[src/rtl/multicycle_ctrl.sv]
// Main control FSM for the multicycle ARM core: fetch/decode/execute/memory/writeback sequencing.
// Optional performance counters (RetireCnt, StallCnt) are built when MULTICYCLE_PERF_EN is defined.
module multicycle_ctrl #(
    parameter int CNT_W = 32
) (
    input  logic             clk,
    input  logic             reset,
    input  logic [1:0]       Op,
    input  logic [5:0]       Funct,
    input  logic [3:0]       Rd,
    input  logic             MemReady,
    output logic             MemReq,
    output logic             IRWrite,
    output logic             NextPC,
    output logic             AdrSrc,
    output logic             ALUSrcA,
    output logic [1:0]       ALUSrcB,
    output logic [1:0]       ResultSrc,
    output logic             ALUOp,
    output logic             RegW,
    output logic             MemW,
    output logic             Branch,
    output logic             LinkSel,
    output logic             PCS,
`ifdef MULTICYCLE_PERF_EN
    output logic [CNT_W-1:0] RetireCnt,
    output logic [CNT_W-1:0] StallCnt,
`endif
    output logic [3:0]       State
);

    typedef enum logic [3:0] {
        S_FETCH  = 4'd0,
        S_DECODE = 4'd1,
        S_MEMADR = 4'd2,
        S_MEMRD  = 4'd3,
        S_MEMWB  = 4'd4,
        S_MEMWR  = 4'd5,
        S_EXECR  = 4'd6,
        S_EXECI  = 4'd7,
        S_ALUWB  = 4'd8,
        S_LINK   = 4'd9,
        S_BRANCH = 4'd10
    } state_e;

    state_e state_q, state_d;

    logic mem_req_s, reg_w_s, mem_w_s, branch_s, link_sel_s;

    // Funct[4:1] belongs to the ALU decoder; CNT_W only matters with the counters built.
    logic unused_ok;
    assign unused_ok = ^{Funct[4:1], CNT_W[0]};

    // NOTE: every signal driven in always_comb gets a default first so no latch is inferred.
    always_comb begin
        state_d = S_FETCH;
        case (state_q)
            S_FETCH:  state_d = MemReady ? S_DECODE : S_FETCH;
            S_DECODE: begin
                case (Op)
                    2'b00:   state_d = Funct[5] ? S_EXECI : S_EXECR;
                    2'b01:   state_d = S_MEMADR;
                    2'b10:   state_d = S_BRANCH;
                    default: state_d = S_LINK;
                endcase
            end
            S_MEMADR: state_d = Funct[0] ? S_MEMRD : S_MEMWR;
            S_MEMRD:  state_d = MemReady ? S_MEMWB : S_MEMRD;
            S_MEMWB:  state_d = S_FETCH;
            S_MEMWR:  state_d = MemReady ? S_FETCH : S_MEMWR;
            S_EXECR:  state_d = S_ALUWB;
            S_EXECI:  state_d = S_ALUWB;
            S_ALUWB:  state_d = S_FETCH;
            S_LINK:   state_d = S_BRANCH;
            S_BRANCH: state_d = S_FETCH;
            default:  state_d = S_FETCH;
        endcase
    end

    // NOTE: reset is synchronous here, so it sits inside the clocked block rather than its sensitivity list.
    always_ff @(posedge clk) begin
        if (!reset) begin
            state_q <= S_FETCH;
        end else begin
            state_q <= state_d;
        end
    end

    // Moore decode of datapath selects and ungated strobes.
    always_comb begin
        mem_req_s  = 1'b0;
        reg_w_s    = 1'b0;
        mem_w_s    = 1'b0;
        branch_s   = 1'b0;
        link_sel_s = 1'b0;
        AdrSrc     = 1'b0;
        ALUSrcA    = 1'b0;
        ALUSrcB    = 2'b00;
        ResultSrc  = 2'b00;
        ALUOp      = 1'b0;
        case (state_q)
            S_FETCH: begin
                mem_req_s = 1'b1;
                ALUSrcA   = 1'b1;
                ALUSrcB   = 2'b10;
                ResultSrc = 2'b10;
            end
            S_DECODE: begin
                ALUSrcA   = 1'b1;
                ALUSrcB   = 2'b10;
                ResultSrc = 2'b10;
            end
            S_MEMADR: ALUSrcB = 2'b01;
            S_MEMRD: begin
                mem_req_s = 1'b1;
                AdrSrc    = 1'b1;
            end
            S_MEMWB: begin
                ResultSrc = 2'b01;
                reg_w_s   = 1'b1;
            end
            S_MEMWR: begin
                mem_req_s = 1'b1;
                mem_w_s   = 1'b1;
                AdrSrc    = 1'b1;
            end
            S_EXECR: ALUOp = 1'b1;
            S_EXECI: begin
                ALUSrcB = 2'b01;
                ALUOp   = 1'b1;
            end
            S_ALUWB: reg_w_s = 1'b1;
            S_LINK: begin
                ALUSrcA    = 1'b1;
                ALUSrcB    = 2'b11;
                ResultSrc  = 2'b10;
                reg_w_s    = 1'b1;
                link_sel_s = 1'b1;
            end
            S_BRANCH: begin
                ALUSrcB   = 2'b01;
                ResultSrc = 2'b10;
                branch_s  = 1'b1;
            end
            default: ;
        endcase
    end

    // Strobes are suppressed combinationally while reset is held low.
    assign MemReq  = reset & mem_req_s;
    assign IRWrite = reset & (state_q == S_FETCH) & MemReady;
    assign NextPC  = IRWrite;
    assign RegW    = reset & reg_w_s;
    assign MemW    = reset & mem_w_s;
    assign Branch  = reset & branch_s;
    assign LinkSel = reset & link_sel_s;
    assign PCS     = Branch | (RegW & (Rd == 4'hF));
    assign State   = state_q;

`ifdef MULTICYCLE_PERF_EN
    logic [CNT_W-1:0] retire_q, stall_q;
    logic             retire_evt;

    assign retire_evt = (state_q == S_MEMWB || state_q == S_MEMWR ||
                         state_q == S_ALUWB || state_q == S_BRANCH) && (state_d == S_FETCH);

    always_ff @(posedge clk) begin
        if (!reset) begin
            retire_q <= '0;
            stall_q  <= '0;
        end else begin
            if (retire_evt)          retire_q <= retire_q + CNT_W'(1);
            if (MemReq && !MemReady) stall_q  <= stall_q + CNT_W'(1);
        end
    end

    assign RetireCnt = retire_q;
    assign StallCnt  = stall_q;
`endif

endmodule

[config.mk]
export PLATFORM = sky130hd
export DESIGN_NAME = multicycle_ctrl
export DESIGN_NICKNAME = d
export VERILOG_FILES = /design/src/rtl/multicycle_ctrl.sv
export SDC_FILE = /design/constraint.sdc
export NUM_CORES = 1
export LEC_CHECK = 0
export ABC_CLOCK_PERIOD_IN_PS = 1700
export BUFFER_PORTS_ARGS = -buffer_cell sky130_fd_sc_hd__buf_2
export CORE_MARGIN = 8
export CORE_UTILIZATION = 45
export CTS_BUF_LIST = sky130_fd_sc_hd__clkbuf_8
export CTS_CLUSTER_SIZE = 16
export DETAILED_ROUTE_END_ITERATION = 16
export GPL_ROUTABILITY_DRIVEN = 0
export PLACE_DENSITY = 0.91
export RECOVER_POWER = 25
export SLEW_MARGIN = 20
export SYNTH_ARGS = -nofsm -noshare
export SYNTH_HDL_FRONTEND = slang
export SYNTH_SLANG_ARGS = --single-unit
[constraint.sdc]
create_clock -name clk -period 1.7 [get_ports clk]
set_clock_uncertainty 0.2 [all_clocks]
set_input_delay 0.17 -clock clk [delete_from_list [all_inputs] [get_ports clk]]
set_output_delay 0.17 -clock clk [all_outputs]
set_load 0.05 [all_outputs]
==> impl_metrics.py <==
metrics = {
    "min_path": {
        "hold_path_class": "in -> reg",
    },
    "yosys": {
        "ys_top_cells_by_area": "dfxtp_1 13%, buf_6 7.3%, ha_1 6.1%",
        "synth_cell_types": 41,
        "async_flop_share": 0,
        "ys_warn_count": 0,
        "synth_edf_count": 0,
        "synth_seq_area_share": 0.1306,
        "synthesis.nets": 92,
        "yosysTopAreaCellShare": 0.1306,
        "synthMostInstantiatedCell": "nor2_1",
        "synth_common_cells": "7 x nor2_1, 6 x nor3_1, 4 x buf_6, 4 x dfxtp_1, 4 x inv_1",
        "netlist_area_um2": 613.1,
        "avgSynthCellArea_um2": 8.285,
        "synth-seq-cells": 4,
        "synthCells": 74,
        "yosys.area.top_type": "dfxtp_1",
        "ys.flop_type": "dfxtp_1",
    },
    "place": {
        "placed_cell_area_um2": 837.1,
        "hpwl_mm": 1.354,
        "port_buffers": 29,
        "pre_cts_ws_ns": 0.007347,
    },
    "power": {
        "power_density_nw_per_um2": 889.8,
        "power_leakage_nw": 0.4877,
        "irDropWorstVdd_uv": 504.8,
    },
    "final_layout": {
        "num-fill-cells": 63,
        "utilization": 0.8130,
        "area_delta_synth_final_pct": 70.41,
        "multi_input_area_um2": 569.3,
        "seq_area_um2": 95.09,
        "largest_reg_flops": 4,
        "finalNetCount": 131,
        "drive_gt1_frac": 0.7321,
        "antenna_cells": 0,
        "final_area_um2": 1045,
    },
    "setup_path": {
        "critPathCaptureType": "output port",
        "cp_data_required_time_ns": 1.33,
        "crit_path_start_kind": "flop",
        "crit_type": "reg -> out",
        "crit_fanout": 5,
        "worstPathArrival_ns": 1.40,
    },
    "sta": {
        "timing.final.ws_setup_ns": -0.07327,
        "max_slew_margin": 0.7488,
        "setup_viol": 2,
        "fin_setup_tns_ns": -0.08454,
        "tightest_slew_ns": 0.3741,
        "hold_violations": 0,
        "finalCritPeriodShare": 1.043,
        "fin_crit_ns": 1.773,
        "finalMaxSlewViolations": 0,
        "rsz0062_at_grt": "true",
        "worst_hold_slack_ns": 0.08482,
        "fmax_ghz": 0.5639,
    },
    "global_routing": {
        "grt_antenna_before_repair": 0,
        "grt_pass1_wl_mm": 3.256,
        "track_usage": 0.1493,
        "grt_pass1_vias": 713,
        "grt_max_degree": 13,
        "grt_remaining_overflow": 0,
    },
    "floorplan": {
        "num_rows": 13,
        "io_pins": 34,
        "initial_core_util": 0.4771,
        "coreArea_um2": 1285,
        "die_h_um": 52.91,
        "die_w_um": 52.91,
        "die-area_um2": 2799,
    },
    "cts": {
        "cts.sinks": 4,
        "clock_path_buffers": 2,
        "clkTransAtPathRegs_ns": 0.04,
        "ctsRootBufferMaster": "clkbuf_8",
        "h-tree-depth": 1,
        "numCtsBuffers": 3,
        "insertion_delay_ns": 0.22,
        "cts_tree": "built",
    },
    "route": {
        "drtIter0Drc": 14,
        "totalWireLength_mm": 2.272,
        "wire_per_inst_um": 17.89,
        "via_per_inst": 5.559,
        "drtPass1Iterations": 4,
        "route.detailed.drc": 0,
        "drtAntennaViolNets": 0,
        "num_vias": 706,
    },
    "run": {
        "drv_cap": 0,
    },
    "run_status": {
        "status": "complete, but fails checks",
        "violations": "setup timing",
    },
}
-- per-stage QoR --
stage	power, W	cells
3_5_place_dp	0.0006099	115
5_1_grt	0.0009737	127
6_report	0.0009296	127
4_1_cts	0.0008692	125
3_3_place_gp	0.0005979	115
2_1_floorplan	0.0005495	74
-- final timing paths --
kind | from | endpoint | slack [ns] | cells after the start
max | State[3]$_SDFF_PN0_ | PCS | -0.07 | 5
min | reset | State[2]$_SDFF_PN0_ | 0.08 | 3
max reg2reg | State[2]$_SDFF_PN0_ | State[0]$_SDFF_PN0_ | 0.13 | 5
min reg2reg | State[3]$_SDFF_PN0_ | State[1]$_SDFF_PN0_ | 0.54 | 3
-- per-layer routing --
| layer | vias up | share of wire | track usage |
|---|---|---|---|
| met5 | - | 0 | 0 |
| met4 | 0 | 0.023 | 0.09914 |
| met3 | 6 | 0.067 | 0.01961 |
| met2 | 37 | 0.52 | 0.2480 |
| met1 | 329 | 0.39 | 0.1725 |
| li1 | 334 | - | - |
-- report_power, final --
| group | internal (W) | switching [W] | total, W |
|---|---|---|---|
| sequential | 0.000108 | 0.0000389 | 0.000147 |
| combinational | 0.000219 | 0.000352 | 0.000571 |
| clock | 0.000155 | 0.0000570 | 0.000212 |
-- cell type report --
cell class	count	area share
flip-flops and latches	4	0.09102
clock buffers	3	0.03952
multi-input cells	57	0.5449
clock inverters	1	0.003593
repair buffers	42	0.2850
well taps	15	0.01796
inverters	5	0.01796
-- critical path, cell delays in order (launching register included) --
cell and delay (ns):
dfxtp_4 0.36, nor2b_4 0.16, o21bai_4 0.12, nor3b_4 0.23, a21o_4 0.16, buf_8 0.14
-- placed cells by master (no fill, tap or decap), types with 3 or more instances in the layout --
master / netlist / final
and3_2: 2 / 3
clkbuf_8: 0 / 3
inv_1: 4 / 5
nor3_2: 1 / 3
dfxtp_4: 0 / 4
nor2_4: 1 / 5
buf_4: 2 / 17
ha_1: 3 / 3
nor2_1: 7 / 4
buf_8: 1 / 3
buf_2: 0 / 19
-- cells by family after synthesis --
logic type	Yosys count	share of synthesized area
multiplexers	2	0.03469
XOR/XNOR	3	0.04286
buffers and inverters	13	0.1653
AND/OR/NAND/NOR	36	0.4164
flip-flops	4	0.1306
adder cells (fa/ha/maj)	3	0.06123
AO/OA/AOI/OAI	13	0.1490
-- what timing repair did --
item | CTS | global route
setup buffers | 6 | 2
resized for setup | 16 | 12
endpoints found under the setup margin | 8 | 10
pin swaps | 2 | 4
endpoints found under the hold margin | 0 | 0
hold buffers | 0 | 0
No activity file was read; power rests on OpenSTA's default activity.
